`src/rtl/fir_error_monitor.sv`:
```
// fir_error_monitor
//   Compares a filter's output stream against a reference stream and keeps
//   run statistics. Reference samples are queued in a small alignment FIFO.
//   Each accepted filter sample pops the oldest reference and the pair is
//   compared. A filter sample that finds the FIFO empty is an underflow: it is
//   counted as a failed comparison.
//
// Ports
//   clk_100MHz    in   single clock, rising edge
//   reset         in   asynchronous, active-high
//   start         in   pulse; begins a run (ignored while a run is active)
//   num_samples   in   comparisons in the run, latched at start
//   ref_valid     in   reference sample valid
//   ref_data      in   reference sample, two's complement
//   ref_ready     out  reference sample can be accepted this cycle
//   dut_valid     in   filter sample valid (no backpressure)
//   dut_data      in   filter sample, two's complement
//   abs_err       out  |dut - ref| of the last paired comparison
//   abs_err_valid out  one-cycle strobe for abs_err
//   err_count     out  comparisons over TOL plus underflows, saturating
//   max_abs_err   out  largest abs_err seen in the run
//   underflow     out  sticky; a filter sample arrived with the FIFO empty
//   done          out  run complete
//   pass          out  no errors and no underflow; meaningful while done = 1
//
// state | meaning
// ------+-----------------------------------------------------------
// IDLE  | after reset; waiting for start, inputs ignored
// RUN   | accepting references and filter samples, comparing
// DONE  | run complete, statistics frozen, waiting for a new start

module fir_error_monitor #(
  parameter int DATA_W     = 17,
  parameter int FIFO_DEPTH = 16,
  parameter int TOL        = 4,
  parameter int CNT_W      = 16
) (
  input  logic              clk_100MHz,
  input  logic              reset,
  input  logic              start,
  input  logic [CNT_W-1:0]  num_samples,
  input  logic              ref_valid,
  input  logic [DATA_W-1:0] ref_data,
  output logic              ref_ready,
  input  logic              dut_valid,
  input  logic [DATA_W-1:0] dut_data,
  output logic [DATA_W:0]   abs_err,
  output logic              abs_err_valid,
  output logic [CNT_W-1:0]  err_count,
  output logic [DATA_W:0]   max_abs_err,
  output logic              underflow,
  output logic              done,
  output logic              pass
);

  localparam int AW    = DATA_W + 1;
  localparam int PTR_W = $clog2(FIFO_DEPTH);
  localparam int OCC_W = PTR_W + 1;

  localparam logic [OCC_W-1:0] OCC_FULL = OCC_W'(FIFO_DEPTH);
  localparam logic [AW-1:0]    TOL_V    = AW'(TOL);
  localparam logic [CNT_W-1:0] CNT_ONE  = CNT_W'(1);

  typedef enum logic [1:0] {
    IDLE = 2'd0,
    RUN  = 2'd1,
    DONE = 2'd2
  } state_t;

  state_t state, state_nxt;

  logic [DATA_W-1:0] mem [FIFO_DEPTH];
  logic [PTR_W-1:0]  wr_ptr, rd_ptr;
  logic [OCC_W-1:0]  occ;
  logic [CNT_W-1:0]  cmp_left;

  logic              start_ok;
  logic              fifo_full, fifo_empty;
  logic              push, dut_acc, pop, miss, last_cmp;
  logic [AW-1:0]     dut_sx, ref_sx, diff, abs_cmp;
  logic              err_inc;

  // ---------------------------------------------------------------------------
  // Handshake and event decode
  // ---------------------------------------------------------------------------
  assign start_ok   = start && (state != RUN);
  assign fifo_full  = (occ == OCC_FULL);
  assign fifo_empty = (occ == '0);
  assign ref_ready  = (state == RUN) && !fifo_full;
  assign push       = ref_valid && ref_ready;
  assign dut_acc    = (state == RUN) && dut_valid;
  // Emptiness is judged on the registered occupancy, so a reference pushed in
  // the same cycle as an underflowing filter sample stays queued for the next.
  assign pop        = dut_acc && !fifo_empty;
  assign miss       = dut_acc && fifo_empty;
  // cmp_left is a down-counter; the run ends on the comparison that takes it
  // from one to zero.
  assign last_cmp   = dut_acc && (cmp_left == CNT_ONE);

  // ---------------------------------------------------------------------------
  // Compare: both operands sign-extended by one bit, so the difference and its
  // magnitude are exact for every input pair (worst case 2^DATA_W - 1).
  // ---------------------------------------------------------------------------
  assign dut_sx  = {dut_data[DATA_W-1], dut_data};
  assign ref_sx  = {mem[rd_ptr][DATA_W-1], mem[rd_ptr]};
  assign diff    = dut_sx - ref_sx;
  assign abs_cmp = diff[AW-1] ? (~diff + 1'b1) : diff;
  assign err_inc = miss || (pop && (abs_cmp > TOL_V));

  // ---------------------------------------------------------------------------
  // FSM
  // ---------------------------------------------------------------------------
  always_ff @(posedge clk_100MHz or posedge reset) begin
    if (reset) begin
      state <= IDLE;
    end else begin
      state <= state_nxt;
    end
  end

  always_comb begin
    state_nxt = state;
    done      = 1'b0;
    pass      = 1'b0;
    case (state)
      IDLE, DONE: begin
        if (start) begin
          state_nxt = (num_samples == '0) ? DONE : RUN;
        end
      end
      RUN: begin
        if (last_cmp) begin
          state_nxt = DONE;
        end
      end
      default: state_nxt = IDLE;
    endcase
    if (state == DONE) begin
      done = 1'b1;
      pass = (err_count == '0) && !underflow;
    end
  end

  // ---------------------------------------------------------------------------
  // Reference FIFO storage; contents need no reset since occupancy gates reads.
  // ---------------------------------------------------------------------------
  always_ff @(posedge clk_100MHz) begin
    if (push) begin
      mem[wr_ptr] <= ref_data;
    end
  end

  // ---------------------------------------------------------------------------
  // FIFO pointers, comparison counter and statistics
  // ---------------------------------------------------------------------------
  always_ff @(posedge clk_100MHz or posedge reset) begin
    if (reset) begin
      wr_ptr        <= '0;
      rd_ptr        <= '0;
      occ           <= '0;
      cmp_left      <= '0;
      abs_err       <= '0;
      abs_err_valid <= 1'b0;
      err_count     <= '0;
      max_abs_err   <= '0;
      underflow     <= 1'b0;
    end else if (start_ok) begin
      wr_ptr        <= '0;
      rd_ptr        <= '0;
      occ           <= '0;
      cmp_left      <= num_samples;
      abs_err       <= '0;
      abs_err_valid <= 1'b0;
      err_count     <= '0;
      max_abs_err   <= '0;
      underflow     <= 1'b0;
    end else begin
      abs_err_valid <= pop;

      if (push) begin
        wr_ptr <= wr_ptr + 1'b1;
      end
      if (pop) begin
        rd_ptr  <= rd_ptr + 1'b1;
        abs_err <= abs_cmp;
        if (abs_cmp > max_abs_err) begin
          max_abs_err <= abs_cmp;
        end
      end

      case ({push, pop})
        2'b10:   occ <= occ + 1'b1;
        2'b01:   occ <= occ - 1'b1;
        default: occ <= occ;
      endcase

      if (miss) begin
        underflow <= 1'b1;
      end
      if (err_inc && (err_count != '1)) begin
        err_count <= err_count + 1'b1;
      end
      if (dut_acc) begin
        cmp_left <= cmp_left - 1'b1;
      end
    end
  end

endmodule
```
`config.mk`:
```
export PLATFORM = sky130hd
export DESIGN_NAME = fir_error_monitor
export DESIGN_NICKNAME = d
export VERILOG_FILES = /design/src/rtl/fir_error_monitor.sv
export SDC_FILE = /design/constraint.sdc
export NUM_CORES = 1
export LEC_CHECK = 0
export CORE_MARGIN = 10
export CORE_UTILIZATION = 45
export CTS_BUF_LIST = sky130_fd_sc_hd__clkbuf_4
export DETAILED_ROUTE_END_ITERATION = 7
export PLACE_DENSITY = 0.76
export SLEW_MARGIN = 20
export SYNTH_ARGS = -nofsm -noshare
export SYNTH_HDL_FRONTEND = slang
export SYNTH_SLANG_ARGS = --single-unit
```
`constraint.sdc`:
```
create_clock -name clk_100MHz -period 6.6 [get_ports clk_100MHz]
set_input_delay 1.32 -clock clk_100MHz [delete_from_list [all_inputs] [get_ports clk_100MHz]]
set_output_delay 1.32 -clock clk_100MHz [all_outputs]
set_load 0.02 [all_outputs]
```
# Yosys cells after proc, flatten, opt, wreduce, memory -nomap -nowiden

Memory sizes are Yosys's and may differ from the RTL's.
Cells that the tools add are included.

Bits in latches: 0
Bits in registers: 85
Memories: 1
Output and inout port bits: 57
Logic and storage cells: 87
Bits in read-only memories: 0
Bits in writable memories: 272

Mux-type cells: 27
$add $sub $neg: 8
Reduce and logical (&&, ||, !) cells: 28
$mul: 0
Shift operators: 0
$lt $le $gt $ge: 2
Bitwise operators: 1
Div/mod/pow operators: 0
Equal/unequal tests: 10

Memories:

| name | depth | bits a word | rd ports | clocked after Yosys merged registers in | wr ports | line | RTL |
|---|---|---|---|---|---|---|---|
| mem  | 16    | 17          | 1        | 0                                       | 1        | 72   | `logic [DATA_W-1:0] mem [FIFO_DEPTH];` |

Operator list:

| cell                  | count |
|---|---|
| $mux 18               | 6 |
| $mux 16               | 4 |
| $logic_not 16->1      | 2 |
| $add 18x1->18 const B | 1 |
| $gt 18x18->1          | 1 |
| $gt 18x3->1 const B   | 1 |
| $not 18->18           | 1 |
| $sub 17x17->18        | 1 |
| $add 16x1->16 const B | 1 |
| $eq 16x1->1 const B   | 1 |
| $mux 4                | 4 |
| $ne 16x16->1 const B  | 1 |
| $sub 16x1->16 const B | 1 |
| $reduce_bool 2->1     | 6 |
| $logic_and 1x1->1     | 10 |
| $pmux 5 s2            | 1 |
| $add 4x1->4 const B   | 2 |
| $mux 1                | 7 |
| $mux 2                | 3 |
| $add 5x1->5 const B   | 1 |
| $eq 5x5->1 const B    | 1 |
| $logic_not 5->1       | 1 |
| $mux 5                | 1 |
| $sub 5x1->5 const B   | 1 |
| 11 further kinds      | 17 |

# Longest topological paths before layout

An unclocked memory read counts as a cell.

Word-level depth: 11
Gate-level depth with buffers: 29
Mapped depth without buffers: 24

# Worst setup path after synthesis

OpenSTA, ideal clock, no wires.

Path kind: reg2reg
Start: register rd_ptr[0]
End: register max_abs_err[12]
Cell stages (with the launch flop): 30
Setup time: 0.137 ns
Clock period less this slack: 6.965 ns
Data arrival time: 6.828 ns
Path slack: -0.365 ns
Path buffers: 6
Cell sequence: dfrtp_1 > clkbuf_1 > buf_1 > mux4_2 > mux4_2 > inv_1 > ha_1 > clkbuf_1 > a21o_1 > a2111oi_0 > a22o_1 > a31oi_1 > clkbuf_1 > clkbuf_1 > a21oi_1 > xnor2_1 > inv_1 > ha_1 > nand4_1 > or2_2 > o221ai_1 > a221o_1 > nor3_1 > mux2_2 > or3_1 > a211oi_1 > o21ai_2 > buf_2 > nand3_1 > o21ai_0

Word-level cells in the longest chain between the ends: 8
Elaborated cells between the ends (all ways): 11
Classes of those cells: add/sub: 2; order compare: 1; mux: 4; bitwise: 1; reduce/logical: 2; memory: 1

RTL lines:

| element                                                | line | RTL |
|---|---|---|
| start, declared                                        | 73   | `logic [PTR_W-1:0] wr_ptr, rd_ptr;` |
| start signal, assigned                                 | 184  | `rd_ptr <= rd_ptr + 1'b1;` |
| $mem_v2 16x17 (*)                                      | n/a  |  |
| $sub 17x17->18 (*)                                     | 106  | `assign diff = dut_sx - ref_sx;` |
| $not 18->18                                            | 107  | `assign abs_cmp = diff[AW-1] ? (~diff + 1'b1) : diff;` |
| $add 18x1->18                                          | 107  |  |
| $mux 18 (*)                                            | 107  |  |
| $gt 18x18->1 or $mux 18 (tied branches)                | 186  | `if (abs_cmp > max_abs_err) begin` |
| $reduce_bool 2->1 (no line) or $mux 18 (tied branches) | n/a  |  |
| $reduce_and 2->1 (no line) or $mux 18 (tied branches)  | n/a  |  |
| end signal, assigned                                   | 187  | `max_abs_err <= abs_cmp;` |
| end, declared                                          | 50   | `output logic [DATA_W:0] max_abs_err,` |

Every way passes the cells marked *; elsewhere a longest branch is shown, timed or not. The select of a mux whose other input is x is not followed.
A chain may end at the register's enable or synchronous reset.

# Final worst setup path

Start: register rd_ptr[0]
End: register max_abs_err[10]

The elaborated chain is that of the path after synthesis.

==> impl_metrics.py <==
metrics = {
    "outcome": {
        "status": "completed",
    },
    "worst_hold_path": {
        "min_from": "abs_err[2]",
        "min_path_type": "reg -> reg",
        "whs_path_depth": 2,
    },
    "die": {
        "dieArea_mm2": 0.0456,
        "die_h_um": 213,
        "fp.dieW_um": 213,
        "io_pins": 112,
        "rows": 70,
        "coreArea_mm2": 0.0368,
        "initial_core_util": 0.458,
    },
    "job": {
        "maxCapViolCount": 0,
    },
    "cts": {
        "cts_hold_buf": 0,
        "cts_sinks": 357,
        "ctsLongestPathBuffers": 3,
        "cts_tree": "built",
        "htreeDepth": 3,
        "clock_latency_ns": 0.74,
        "clk_pin_slew_ns": 0.06,
        "cts_root_buffer": "clkbuf_4",
        "cts_buffers": 88,
    },
    "routing": {
        "first_iter_violations": 866,
        "wire_per_inst_um": 21.0,
        "wl_um": 41900,
        "vias": 11500,
        "drtPass1Iterations": 5,
        "via_per_inst": 5.75,
        "ant_nets": 0,
        "drc": 0,
    },
    "logic_synthesis": {
        "yosysUniqueCellTypes": 78,
        "synth.avg_cell_area_um2": 14.3,
        "synthesis.nets": 1283,
        "synth_seq_area_share": 0.611,
        "synth_edf_count": 272,
        "synthArstFlopShare": 0.238,
        "syn_inst": 1181,
        "synth_ff_type": "edfxtp_1",
        "synth_area_mm2": 0.0168,
        "ys_ff_latch": 357,
        "yosys_warnings": 0,
    },
    "timing": {
        "slew_headroom": 0.548,
        "finalCriticalPeriod_ns": 6.46,
        "hold_ws_ns": 0.521,
        "clock_skew_ns": 0.0729,
        "tightest_slew_ns": 0.675,
        "finalSetupViolations": 0,
        "slew_violations": 0,
        "timing.fmax_mhz": 155,
        "hold_viol_final": 0,
        "min_period_over_period": 0.979,
    },
    "critical_path": {
        "cp-startpoint": "rd_ptr[0]",
        "crit_slowest_cell": "mux4_2",
        "start_kind": "flop",
        "critPathRequiredTime_ns": 7.20,
        "worstPathArrival_ns": 7.06,
        "crit_top_cell": "buf_4",
        "setup.worst_path.end_class": "flop",
        "crit_fanout": 9,
        "cpPeakStageDelay_ns": 0.53,
        "crit_type": "reg -> reg",
        "ff2ff_path_depth": 28,
        "critPathBufInv": 8,
        "worst-path-stages": 28,
        "reg2reg_from": "rd_ptr[0]",
        "crit_family": "compound AO/OA/AOI/OAI gates",
    },
    "placement": {
        "place_congestion": 0.898,
        "io_buffer_count": 111,
        "dp_hpwl_um": 27000,
    },
    "global_route": {
        "grt.overflow.total": 0,
        "grt_pass1_vias": 11300,
        "grt_pass1_wl_um": 62400,
        "gr-usage-all-layers": 0.176,
        "grt_max_degree": 56,
        "grt_antenna_before_repair": 3,
    },
    "cells_and_area": {
        "synthToLayoutAreaGrowth_pct": 24.2,
        "fill_cells": 2853,
        "drive_above_1_share": 0.285,
        "final_common_cell": "edfxtp_1",
        "final_nets": 1560,
        "layout_common_cells": "edfxtp_1, clkbuf_4, buf_4",
    },
}
## final timing paths
kind                                   end  slack, ns
max reg2reg                max_abs_err[10]       0.14
max                        max_abs_err[10]       0.14
max in group asynchronous        rd_ptr[0]       4.49
min reg2reg                     abs_err[2]       0.52
min                             abs_err[2]       0.52
min in group asynchronous      abs_err[10]       0.98
## through the flow
step	setup slack (ns)	instances	instance area (um2)	util	setup TNS [ns]
6_report	0.139	1992	20900	0.569	0
5_1_grt	-0.132	1991	20900	0.569	-1.68
4_1_cts	0.0644	1948	20200	0.550	0
3_5_place_dp	-0.170	1788	19100	0.519	-1.85
3_3_place_gp	-0.0777	1787	19100	0.518	-0.121
2_1_floorplan	0.0101	1181	16900	-	0
## synthesized netlist by cell type, drive strengths merged (11+ instances only)
cell type  instances  area share
nor3              24      0.0071
a221o             12      0.0071
a21o              13      0.0058
and2              20      0.0074
o21ai             53       0.016
a211oi            21       0.010
mux4              85        0.11
ha                45       0.033
xor2              12      0.0062
and3              11      0.0044
clkbuf            39      0.0087
a21oi             46       0.014
dfrtp             85        0.13
nand4             13      0.0048
nor2              66       0.015
nor4              15      0.0059
nand3             44       0.013
nand2             61       0.014
buf               20      0.0065
xnor2             18      0.0094
inv               73       0.016
edfxtp           272        0.48
or3               17      0.0063
## worst register-to-register path: cells and delay by family (launching register included)
family | cells | cell delay, ns
muxes | 2 | 1.04
and+or+nand+nor | 6 | 1.11
buffers and inverters | 8 | 1.11
xor gates and xnor gates | 1 | 0.21
DFF | 1 | 0.44
adders and majority gates | 2 | 0.61
AOI/OAI and AO/OA | 9 | 1.87
## flip-flops by register name, indices dropped and copies added, names as in the netlist
signal         count
state              2
underflow          1
occ                5
rd_ptr             4
mem              272
cmp_left          16
max_abs_err       18
err_count         16
wr_ptr             4
abs_err           18
abs_err_valid      1
## cell type report
class                      count  area [um2]  area share
clock inverter                29         160     0.00766
clock buffer                 125         938      0.0449
inverter                      74         279      0.0133
tap                          468         586      0.0280
sequential                   357       10300       0.492
antenna                        2        5.00    0.000239
timing repair buffer         246        2380       0.114
multi-input combinational    691        6270       0.300
## per-layer routing
layer / vias up / wire (um) / GRT usage / part of all wire
met4: 2 / 822 / 0.0587 / 0.020
met1: 5708 / 16600 / 0.217 / 0.40
li1: 5213 / - / - / -
met2: 452 / 21500 / 0.300 / 0.51
met5: - / 10 / 0 / 0.00024
met3: 76 / 2940 / 0.0413 / 0.070
## cell families (layout without fill, tap and decap cells)
logic type      Yosys count  in the layout  share of synthesized area
flops                   357            357                      0.611
simple gates            305            305                     0.0929
compound gates          212            212                     0.0900
mux                      95             95                      0.120
other cells               0              2                          0
xor+xnor                 32             32                     0.0183
buf+inv                 133            474                     0.0316
fa+ha+maj                47             47                     0.0358
## what timing repair did
| item | in CTS | in global routing |
|---|---|---|
| pin swaps | 1 | 23 |
| endpoints found under the setup margin | 18 | 18 |
| gates resized for setup | 2 | 69 |
| cloned | 0 | 4 |
| setup buffers | 6 | 37 |
Power is left out: the tool's default activity adds up to more than one toggle a clock period on the data nets, which glitch-free logic cannot reach.
